<file path="config.mk">
export PLATFORM = sky130hd
export DESIGN_NAME = clk_gate_ctrl
export DESIGN_NICKNAME = d
export VERILOG_FILES = /design/src/rtl/clk_ctrl_pkg.sv /design/src/rtl/clk_gate_timer.sv /design/src/rtl/clk_gate_ctrl.sv
export SDC_FILE = /design/constraint.sdc
export NUM_CORES = 1
export LEC_CHECK = 0
export CAP_MARGIN = 15
export CORE_MARGIN = 4
export CORE_UTILIZATION = 35
export CTS_BUF_LIST = sky130_fd_sc_hd__clkbuf_16
export DETAILED_ROUTE_END_ITERATION = 7
export GPL_TIMING_DRIVEN = 0
export HOLD_SLACK_MARGIN = 0.1
export PLACE_DENSITY = 0.62
export SYNTH_ARGS = -nofsm -noshare
export SYNTH_HDL_FRONTEND = slang
export SYNTH_HIERARCHICAL = 1
export SYNTH_SLANG_ARGS = --single-unit
</file>
<file path="constraint.sdc">
create_clock -name pclock -period 5.8 [get_ports pclock]
set_input_delay 1.16 -clock pclock [delete_from_list [all_inputs] [get_ports pclock]]
set_output_delay 1.16 -clock pclock [all_outputs]
set_load 0.01 [all_outputs]
</file>
<file path="src/rtl/clk_ctrl_pkg.sv">
// Shared definitions for the buffered-clock gate controller:
// FSM state encoding and the hysteresis counter width helper.
package clk_ctrl_pkg;

  typedef logic [1:0] state_t;

  localparam state_t OFF  = 2'd0;
  localparam state_t WAKE = 2'd1;
  localparam state_t ON   = 2'd2;
  localparam state_t IDLE = 2'd3;

  // One counter serves both the wake settle and the idle hysteresis,
  // so it must hold the larger of the two terminal values.
  function automatic int cnt_w(input int wake_cycles, input int idle_cycles);
    int max_cycles;
    max_cycles = (wake_cycles > idle_cycles) ? wake_cycles : idle_cycles;
    return $clog2(max_cycles + 1);
  endfunction

endpackage

</file>
<file path="src/rtl/clk_gate_timer.sv">
// Loadable down-counter shared by the WAKE settle and IDLE hysteresis phases.
// zero reflects the registered count, so it is glitch-free for the FSM.
module clk_gate_timer #(
  parameter int W = 4
) (
  input  logic         pclock,
  input  logic         reset_n,
  input  logic         load,
  input  logic [W-1:0] value,
  input  logic         dec,
  output logic         zero
);

  logic [W-1:0] cnt_reg;
  logic [W-1:0] cnt_next;

  always_comb begin
    cnt_next = cnt_reg;
    if (load) begin
      cnt_next = value;
    end else if (dec && (cnt_reg != '0)) begin
      cnt_next = cnt_reg - W'(1);
    end
  end

  always_ff @(posedge pclock) begin
    if (!reset_n) begin
      cnt_reg <= '0;
    end else begin
      cnt_reg <= cnt_next;
    end
  end

  assign zero = (cnt_reg == '0);

endmodule

</file>
<file path="src/rtl/clk_gate_ctrl.sv">
// Sequencing controller for the buffered clock branch: arbitrates requester
// demand, applies a wake settle delay and an idle hysteresis, drives clk_en.
module clk_gate_ctrl
  import clk_ctrl_pkg::*;
#(
  parameter int NUM_REQ     = 4,
  parameter int WAKE_CYCLES = 2,
  parameter int IDLE_CYCLES = 8
) (
  input  logic               pclock,
  input  logic               reset_n,
  input  logic [NUM_REQ-1:0] req,
  input  logic               force_on,
  output logic [NUM_REQ-1:0] ack,
  output logic               clk_en,
  output logic [1:0]         state
);

  localparam int CNT_W = cnt_w(WAKE_CYCLES, IDLE_CYCLES);
  localparam logic [CNT_W-1:0] WAKE_LOAD = CNT_W'(WAKE_CYCLES - 1);
  localparam logic [CNT_W-1:0] IDLE_LOAD = CNT_W'(IDLE_CYCLES - 1);

  state_t             state_reg;
  state_t             state_next;
  logic               clk_en_reg;
  logic               clk_en_next;
  logic [NUM_REQ-1:0] ack_reg;
  logic [NUM_REQ-1:0] ack_next;

  logic               demand;
  logic               ack_grant;
  logic               tmr_load;
  logic               tmr_dec;
  logic [CNT_W-1:0]   tmr_value;
  logic               tmr_zero;

  assign demand = (|req) | force_on;

  clk_gate_timer #(
    .W (CNT_W)
  ) u_timer (
    .pclock  (pclock),
    .reset_n (reset_n),
    .load    (tmr_load),
    .value   (tmr_value),
    .dec     (tmr_dec),
    .zero    (tmr_zero)
  );

  always_comb begin
    state_next  = state_reg;
    clk_en_next = clk_en_reg;
    ack_grant   = 1'b0;
    tmr_load    = 1'b0;
    tmr_dec     = 1'b0;
    tmr_value   = WAKE_LOAD;

    case (state_reg)
      OFF: begin
        clk_en_next = 1'b0;
        if (demand) begin
          state_next  = WAKE;
          clk_en_next = 1'b1;
          tmr_load    = 1'b1;
          tmr_value   = WAKE_LOAD;
        end
      end

      // A demand drop here does not abort; ON then falls to IDLE next edge.
      WAKE: begin
        clk_en_next = 1'b1;
        if (tmr_zero) begin
          state_next = ON;
          ack_grant  = 1'b1;
        end else begin
          tmr_dec = 1'b1;
        end
      end

      ON: begin
        clk_en_next = 1'b1;
        if (!demand) begin
          state_next = IDLE;
          tmr_load   = 1'b1;
          tmr_value  = IDLE_LOAD;
        end else begin
          ack_grant = 1'b1;
        end
      end

      // Clock is still running, so a new demand returns to ON without settling.
      IDLE: begin
        clk_en_next = 1'b1;
        if (demand) begin
          state_next = ON;
          ack_grant  = 1'b1;
        end else if (tmr_zero) begin
          state_next  = OFF;
          clk_en_next = 1'b0;
        end else begin
          tmr_dec = 1'b1;
        end
      end

      default: begin
        state_next  = OFF;
        clk_en_next = 1'b0;
      end
    endcase
  end

  // force_on contributes to demand but has no ack bit of its own.
  generate
    for (genvar gi = 0; gi < NUM_REQ; gi++) begin : g_ack
      assign ack_next[gi] = ack_grant & req[gi];
    end
  endgenerate

  always_ff @(posedge pclock) begin
    if (!reset_n) begin
      state_reg  <= OFF;
      clk_en_reg <= 1'b0;
      ack_reg    <= '0;
    end else begin
      state_reg  <= state_next;
      clk_en_reg <= clk_en_next;
      ack_reg    <= ack_next;
    end
  end

  assign state  = state_reg;
  assign clk_en = clk_en_reg;
  assign ack    = ack_reg;

endmodule

</file>
* Yosys cells after proc, flatten, opt, wreduce, memory -nomap -nowiden
Cells that the tools add are included.
Widths: inputs -> output; s select.
** Storage, ports and cells
- Output and inout bits :: 7
- Logic and storage cells :: 46
- Bits in registers :: 11
** Operators by class
- $add $sub $neg :: 1
- Bitwise logic cells :: 5
- Eq/ne operators :: 7
- Muxes and demuxes :: 20
- Reduce and logical (&&, ||, !) cells :: 9
** Operators with widths (count)
- $mux 2 :: 5
- $mux 4 :: 2
- $pmux 2 s4 :: 1
- $mux 1 :: 6
- $mux 3 :: 2
- $ne 2x2->1 const B :: 3
- $pmux 1 s2 :: 3
- $and 1x1->1 :: 4
- $eq 2x2->1 const B :: 2
- $logic_not 4->1 :: 1
- $reduce_and 4->1 :: 1
- $reduce_bool 4->1 :: 1
- $reduce_or 2->1 :: 2
- $reduce_or 4->1 :: 1
- $sub 4x1->4 const B :: 1
- $ne 3x3->1 const B :: 1
- $pmux 1 s3 :: 1
- $eq 2x1->1 const B :: 1
- $logic_not 2->1 :: 1
- $reduce_bool 2->1 :: 1
- $logic_and 1x1->1 :: 1
- $or 1x1->1 :: 1

* Depth between registers and ports, before layout
Gate-level depths: netlist (run 1).
- Depth after elaboration :: 7
- Mapped depth :: 10
- Gate-level depth less buffers :: 10

* Cells and area by module
Netlist (run 1), hierarchy kept.
** By module, submodules not included
- clk_gate_ctrl :: area an instance 416.6 µm², cells an instance 49, times used 1
- clk_gate_timer :: area an instance 256.5 µm², cells an instance 31, times used 1

* Worst setup path after synthesis (run 1)
OpenSTA, ideal clock, no wires.
- Path kind :: input to register
- Start :: input req[2]
- End :: register u_timer.cnt_reg[2]
- Stages on the path :: 6
- Slack :: 3341 ps
- Required time :: 5709 ps
- Arrival :: 2368 ps
- Path through :: or4_4 o21ai_0 nand2b_1 inv_1 nor2_1 a311oi_1
** RTL lines
- start, declared :: line clk_gate_ctrl.sv:12 : input logic [NUM_REQ-1:0] req,
- $reduce_or 4->1 * :: line clk_gate_ctrl.sv:37 : assign demand = (|req) | force_on;
- $or 1x1->1 * :: line clk_gate_ctrl.sv:37
- $mux 1, on equally long branches :: line clk_gate_ctrl.sv:82, clk_gate_ctrl.sv:61
- $pmux 1 s2 * :: line clk_gate_ctrl.sv:58 : case (state_reg)
- net tmr_load :: line clk_gate_ctrl.sv:32 : logic tmr_load;
- $mux 4 or $reduce_bool 2->1 (tied branches)
- end signal, assigned :: line clk_gate_timer.sv:30 : cnt_reg <= cnt_next;
- end, declared :: line clk_gate_timer.sv:14 : logic [W-1:0] cnt_reg;
The timed path passes the listed nets; every way through them passes the cells marked *.
A chain may end at the register's enable or synchronous reset.

* Worst setup path after layout (run 1)
- Start :: input req[3]
- End :: register u_timer.cnt_reg[3]
** On the way
- Longest elaborated chain between the ends :: 6
** RTL lines
- $reduce_or 4->1 :: line clk_gate_ctrl.sv:37
- $or 1x1->1 :: line clk_gate_ctrl.sv:37
- $mux 1 :: line clk_gate_ctrl.sv:94 : if (demand) begin
- $pmux 1 s2 :: line clk_gate_ctrl.sv:58
- net tmr_dec :: line clk_gate_ctrl.sv:33 : logic tmr_dec;
- $logic_and 1x1->1 :: line clk_gate_timer.sv:21 : end else if (dec && (cnt_reg != '0)) begin
- $reduce_bool 2->1 (no source line)
The timed path passes the listed nets, and every way through them passes these cells.

==> Flow_metrics.wiki, run 1 <==
{| class="wikitable"
! Metric !! Value
|-
| Outcome || complete, no violations
|-
| Hold wc startpoint || u_timer/cnt_reg[2]
|-
| Post-route clock period utilization || 0.489
|-
| Total power draw || 0.441 mW
|-
| Worst slack after detailed placement || 2720 ps
|-
| Final Max Tran Viols || 0
|-
| Peak ir drop on the vdd network || 0.203 mV
|-
| FF-to-FF End || u_timer/cnt_reg[3]
|-
| FF-to-FF setup slack || 3400 ps
|-
| Number of H-tree branching levels || 1
|-
| Drc violations || 0
|-
| Number of antenna violations at the first check in global routing || 0
|-
| Routed WL per cell || 12.2 um
|-
| Number of hold violations in the final report || 0
|-
| Number of inserted diodes || 0
|-
| Die X || 51.9 um
|-
| Worst-case setup margin in the final layout || 2960 ps
|-
| Power dissipated by switching net loads || 0.161 mW
|-
| Worst r2r path cells || 10
|-
| Buffer depth of the longest clock path || 2
|-
| Number of clock sinks || 11
|-
| Min Hold Slack || 519 ps
|-
| Placed instance count || 118
|-
| Maximum number of pins on one net before global-route repair || 11
|-
| Std-Cell Core Area || 1780 um^2
|-
| Share of power burned in registers || 0.262
|-
| Syn_nets || 92
|-
| Overall routed net length || 1490 um
|-
| Source of the worst register-to-register timing path || u_timer/cnt_reg[0]
|-
| Clk network pwr share || 0.286
|-
| Commonest cells after routing, fill and taps aside || sky130_fd_sc_hd__clkdlybuf4s50_1 (13), sky130_fd_sc_hd__dfxtp_1 (11), sky130_fd_sc_hd__inv_1 (9), sky130_fd_sc_hd__nor2_1 (8), sky130_fd_sc_hd__ha_1 (5)
|-
| Leakage || 0.383 nW
|-
| TritonCTS Buffers || 3
|-
| Met2 WL post-DR || 694 um
|-
| Setup crit start kind || input pin
|-
| TritonCTS clock tree || built
|-
| Port Buffers || 13
|-
| End point of the most critical hold path || u_timer/cnt_reg[2]
|-
| Register area share after synthesis || 0.327
|-
| Synth cell types || 33
|-
| Global route total overflow || 0
|-
| Post-synthesis register bit count || 11
|-
| Setup Viol. Count Final || 0
|-
| Initial Util || 0.378
|-
| Post-synthesis instance area || 673 um^2
|-
| Hold buffers post-CTS || 0
|-
| Fraction of layout instances using a drive strength above 1 || 0.103
|-
| Vias in the first global route || 540
|-
| Crit path max fanout || 8
|-
| Die height || 51.9 um
|-
| Drt first-iter violations || 9
|-
| Nets || 110
|-
| Gate Count Post-Synth || 80
|-
| Setup TNS Final || 0 ps
|-
| Kind of end point of the critical path || register
|-
| Clock transition at the registers of the reported paths || 40 ps
|-
| Post-CTS setup buffer count || 0
|-
| Clock tree skew after final layout || 2.12 ps
|-
| Number of gates resized after CTS || 0
|-
| Count of standard-cell rows || 15
|-
| Count of synthesis-stage warnings from yosys || 6
|-
| M1 WL || 721 um
|-
| Routability cong. || 0.729
|-
| Via density per instance || 5.02
|-
| Post-detail-place hpwl || 1070 um
|-
| Power density cells || 483 nW/um^2
|-
| Global routing usage summed across all routing layers || 0.124
|-
| Internal cell power || 0.280 mW
|-
| Hold Path Cell Cnt || 2
|-
| Combinational fraction of design power || 0.452
|-
| Drt first pass iters || 4
|-
| Topmost layer with routed signal wires || met4
|-
| CTS Root Buffer Type || sky130_fd_sc_hd__clkbuf_16
|-
| Growth of design area from synthesis to finish || 35.7%
|-
| Hold/Removal Path Class || reg -> reg
|-
| Unrepaired setup endpoints after global routing || no
|-
| CP Data Required Time || 5920 ps
|-
| Met3 WL post-DR || 49 um
|-
| Net switching share of the total power || 0.364
|-
| I/O pin count || 14
|-
| Vias || 612
|-
| Global-route wire length before repair || 2420 um
|-
| Skew-Pair Late Insertion Delay || 240 ps
|-
| Leading cell type in the layout, fill and taps excluded || sky130_fd_sc_hd__clkdlybuf4s50_1
|-
| Clock period minus final worst setup slack || 2840 ps
|-
| Synthesized area divided by synthesized cell count || 8.41 um^2
|-
| Max Clock Freq || 352 MHz
|-
| Antenna-violating nets left || 0
|-
| Critical path class || in -> reg
|-
| WP data arrival || 2960 ps
|-
| Max Cap Viol || 0
|-
| Post-route insts no fill || 122
|-
| Die Outline Area || 2690 um^2
|}
-- critical path, stage by stage --
cell,delay (ps)
sky130_fd_sc_hd__clkdlybuf4s50_1,540
sky130_fd_sc_hd__nor3_1,330
sky130_fd_sc_hd__a21oi_1,200
sky130_fd_sc_hd__inv_1,190
sky130_fd_sc_hd__nor4b_2,250
sky130_fd_sc_hd__mux2i_1,210
sky130_fd_sc_hd__a21oi_1,70
-- final cells by class --
type	count	area, um^2
fill	171	870
multi-input combinational	60	418
sequential	11	220
timing repair buffer	13	130
clock buffer	3	75.1
inverter	9	35.0
tap	25	31.3
clock inverter	1	3.75
-- logic make-up after synthesis --
logic type | after synthesis | share of synthesized area
buffers and inverters | 9 | 0.0520
flip-flops | 11 | 0.327
AO/OA/AOI/OAI | 17 | 0.182
other | 2 | 0.0112
adder cells (fa/ha/maj) | 5 | 0.0929
multiplexers | 2 | 0.0297
AND/OR/NAND/NOR | 34 | 0.305
-- routing by layer --
| metal | GRT usage | up-vias |
|---|---|---|
| met5 | 0 | - |
| met4 | 0.0524 | 0 |
| met3 | 0.0630 | 4 |
| met2 | 0.178 | 10 |
| met1 | 0.153 | 278 |
| li1 | - | 320 |
-- power by group through the flow --
stage / combinational (mW) / clock (mW) / sequential, mW
2_1_floorplan: 0.137 / 0 / 0.119
3_3_place_gp: 0.194 / 0 / 0.116
3_5_place_dp: 0.197 / 0 / 0.117
4_1_cts: 0.200 / 0.130 / 0.116
5_1_grt: 0.220 / 0.133 / 0.119
6_report: 0.199 / 0.126 / 0.116
-- cell usage after synthesis (all sizes together) --
cell type	n	share of area
nor2	8	0.045
o211a	2	0.030
or3b	1	0.017
nor4b	2	0.035
inv	8	0.045
clkinv	1	0.0074
o2111ai	1	0.013
o22ai	1	0.0093
nand3	4	0.030
nand4b	1	0.013
nand2b	2	0.019
o21ai	5	0.043
nor3	1	0.0074
mux2i	2	0.030
dfxtp	11	0.33
nand4	2	0.019
a21oi	4	0.030
a31oi	1	0.0093
and3	2	0.019
nand2	4	0.022
and2	4	0.039
ha	5	0.093
conb	2	0.011
or4	1	0.017
a311oi	2	0.035
nor2b	1	0.0093
and4b	1	0.015
o32ai	1	0.013
-- through the flow --
stage                     instance area, um^2  utilization
final                                     913        0.512
after global routing                      913        0.512
after CTS                                 913        0.512
after detailed placement                  835        0.468
after global placement                    835        0.468
after floorplan                           673            -
-- how the worst max path moves through the flow --
stage	start	endpoint	depth (start not counted)	slack, ps
after detailed placement	req[3]	u_timer/cnt_reg[3]	7	2720
after global placement	req[3]	u_timer/cnt_reg[3]	7	2700
after global routing	req[3]	u_timer/cnt_reg[3]	7	2820
final	req[3]	u_timer/cnt_reg[3]	7	2960
after CTS	req[3]	u_timer/cnt_reg[3]	7	2950
after floorplan	req[2]	u_timer/cnt_reg[2]	6	3340
(Power assumes the default switching activity.)
==> run 2, diff against run 1 <==
==> constraint.sdc (replaced) <==
create_clock -name pclock -period 2.88 [get_ports pclock]
set_input_delay 0.576 -clock pclock [delete_from_list [all_inputs] [get_ports pclock]]
set_output_delay 0.576 -clock pclock [all_outputs]
set_load 0.01 [all_outputs]
==> results of run 2 <==
Same layout as run 1 (identical final DEF). Status: complete, no violations.
Among the figures that moved: setup slack after placement 2720 ps -> 384 ps; setup slack after layout 2960 ps -> 479 ps; start point of the critical path req[3] -> u_timer/cnt_reg[0]; register-to-register setup slack 3400 ps -> 480 ps; total power 0.441 mW -> 0.888 mW; worst IR drop on VDD 0.203 mV -> 0.408 mV
==> run 3, diff against run 2 <==
--- a/config.mk
+++ b/config.mk
@@ -12,7 +12,7 @@
 export DETAILED_ROUTE_END_ITERATION = 7
 export GPL_TIMING_DRIVEN = 0
 export HOLD_SLACK_MARGIN = 0.1
-export PLACE_DENSITY = 0.62
+export PLACE_DENSITY = 0.64
 export SYNTH_ARGS = -nofsm -noshare
 export SYNTH_HDL_FRONTEND = slang
 export SYNTH_HIERARCHICAL = 1
==> constraint.sdc (replaced) <==
create_clock -name pclock -period 2.05 [get_ports pclock]
set_input_delay 0.41 -clock pclock [delete_from_list [all_inputs] [get_ports pclock]]
set_output_delay 0.41 -clock pclock [all_outputs]
set_load 0.01 [all_outputs]
==> Flow_metrics.wiki, run 3 (same netlist as run 1, synthesis figures left out) <==
{| class="wikitable"
! Metric !! Value
|-
| Global routing usage summed across all routing layers || 0.144 (+0.0201)
|-
| Crit path max fanout || 7
|-
| Die Outline Area || 2690 um^2 (unchanged)
|-
| Hold wc startpoint || state[1]
|-
| Antenna-violating nets left || 0 (unchanged)
|-
| Placed instance count || 118 (unchanged)
|-
| Number of inserted diodes || 0 (unchanged)
|-
| Kind of end point of the critical path || register
|-
| Overall routed net length || 1640 um (+9.8%)
|-
| Post-route clock period utilization || 0.969
|-
| CTS Root Buffer Type || sky130_fd_sc_hd__clkbuf_16
|-
| Port Buffers || 13 (unchanged)
|-
| Area of all placed cells without fillers || 1030 um^2 (+13%)
|-
| TritonCTS clock tree || built
|-
| Drt first-iter violations || 8 (-1)
|-
| Outcome || complete, no violations
|-
| Global route total overflow || 0 (unchanged)
|-
| Routed WL per cell || 12.6 um (+3.0%)
|-
| Number of hold violations in the final report || 0 (unchanged)
|-
| Setup crit start kind || input pin
|-
| Std-Cell Core Area || 1780 um^2 (unchanged)
|-
| Routability cong. || 0.819 (+12%)
|-
| WP data arrival || 2130 ps
|-
| Drc violations || 0 (unchanged)
|-
| Number of antenna violations at the first check in global routing || 0 (unchanged)
|-
| Placed cell areas || 855 um^2 (+2.4%)
|-
| Growth of design area from synthesis to finish || 53.3%
|-
| Max Cap Viol || 0 (unchanged)
|-
| Number of clock sinks || 11 (unchanged)
|-
| Unrepaired setup endpoints after global routing || yes
|-
| Power density cells || 1380 nW/um^2
|-
| Source of the worst register-to-register timing path || u_timer/cnt_reg[1]
|-
| Count of standard-cell rows || 15 (unchanged)
|-
| Leakage || 0.437 nW (+14%)
|-
| Post-detail-place hpwl || 1110 um (+4.2%)
|-
| Drt first pass iters || 4 (unchanged)
|-
| Fraction of layout instances using a drive strength above 1 || 0.267 (+0.164)
|-
| Die X || 51.9 um (unchanged)
|-
| FF-to-FF setup slack || 80 ps
|-
| Critical path class || in -> reg
|-
| TritonCTS Buffers || 3 (unchanged)
|-
| Worst r2r path cells || 10 (unchanged)
|-
| FF-to-FF End || u_timer/cnt_reg[3]
|-
| Vias || 646 (+5.6%)
|-
| Leading cell type in the layout, fill and taps excluded || sky130_fd_sc_hd__clkdlybuf4s50_1
|-
| I/O pin count || 14 (unchanged)
|-
| Hold Path Cell Cnt || 2 (unchanged)
|-
| Buffer depth of the longest clock path || 2 (unchanged)
|-
| Global-route wire length before repair || 2840 um (+17%)
|-
| Post-route insts no fill || 130 (+6.6%)
|-
| Commonest cells after routing, fill and taps aside || sky130_fd_sc_hd__clkdlybuf4s50_1 (12), sky130_fd_sc_hd__dfxtp_1 (9), sky130_fd_sc_hd__nor2_1 (8), sky130_fd_sc_hd__buf_4 (8), sky130_fd_sc_hd__inv_1 (5)
|-
| Clock tree skew after final layout || 1.08 ps (-1.03 ps)
|-
| Clock period minus final worst setup slack || 1990 ps
|-
| Number of H-tree branching levels || 1 (unchanged)
|-
| Maximum number of pins on one net before global-route repair || 11 (unchanged)
|-
| Skew-Pair Late Insertion Delay || 240 ps (about the same)
|-
| Vias in the first global route || 655 (+21%)
|-
| Die height || 51.9 um (unchanged)
|-
| End point of the most critical hold path || state[1]
|-
| Peak ir drop on the vdd network || 0.741 mV
|-
| Setup Viol. Count Final || 0 (unchanged)
|-
| Clock transition at the registers of the reported paths || 40 ps (about the same)
|-
| Final Max Tran Viols || 0 (unchanged)
|-
| CP Data Required Time || 2200 ps
|-
| Via density per instance || 4.97 (-0.94%)
|-
| Hold/Removal Path Class || reg -> reg
|-
| Initial Util || 0.378 (unchanged)
|-
| Max Clock Freq || 504 MHz
|-
| Nets || 118 (+7.3%)
|}
## run 3: how the worst max path moves through the flow
| stage | start | end | slack [ps] |
|---|---|---|---|
| after floorplan | u_timer/cnt_reg[1] | u_timer/cnt_reg[3] | 20 |
| after global placement | req[3] | u_timer/cnt_reg[3] | -240 |
| after detailed placement | req[3] | u_timer/cnt_reg[3] | -270 |
| after CTS | u_timer/cnt_reg[0] | u_timer/cnt_reg[0] | 6 |
| after global routing | u_timer/cnt_reg[1] | u_timer/cnt_reg[3] | -70 |
| final | req[2] | u_timer/cnt_reg[2] | 60 |
## run 3: area by class of cell
class | count | area, um^2
timing repair buffer | 21 | 193
clock buffer | 3 | 75.1
clock inverter | 1 | 3.75
fill | 155 | 751
sequential | 11 | 228
multi-input combinational | 60 | 463
tap | 25 | 31.3
inverter | 9 | 38.8
## run 3: power by group
group          switching [mW]  total [mW]  internal (mW)
logic                   0.369       0.751          0.382
clock network          0.0908       0.346          0.255
registers              0.0492       0.329          0.280
total                   0.509        1.43          0.917
## run 3: repair_timing
item | CTS | global route
buffers inserted | 2 | 6
hold buffers | 0 | 0
endpoints found under the setup margin | 4 | 5
pin swaps | 2 | 4
cloned | 0 | 0
resized for setup | 6 | 7
## run 3: through the flow
stage	power [mW]	worst slack [ps]	utilization	hold WS [ps]	setup TNS, ps
after CTS	1.33	6.29	0.542	534	0
after floorplan	0.748	15.1	-	496	0
after detailed placement	0.917	-274	0.479	523	-861
final	1.43	64.5	0.579	527	0
after global placement	0.910	-245	0.479	512	-776
after global routing	1.55	-68.7	0.579	571	-76.9
## run 3: per-layer routing
metal	vias up	GRT usage	share of wire	routed length [um]
met1	297	0.170	0.43	702
li1	335	-	-	-
met4	0	0.0655	0.016	27
met2	10	0.230	0.52	857
met3	4	0.0516	0.032	53
met5	-	0	0	0
## run 3: critical path, stage by stage
cell	delay [ps]
sky130_fd_sc_hd__clkdlybuf4s50_1	460
sky130_fd_sc_hd__or4_4	600
sky130_fd_sc_hd__o21ai_1	150
sky130_fd_sc_hd__nand2b_1	110
sky130_fd_sc_hd__inv_2	130
sky130_fd_sc_hd__nor2_1	70
sky130_fd_sc_hd__a311oi_1	210
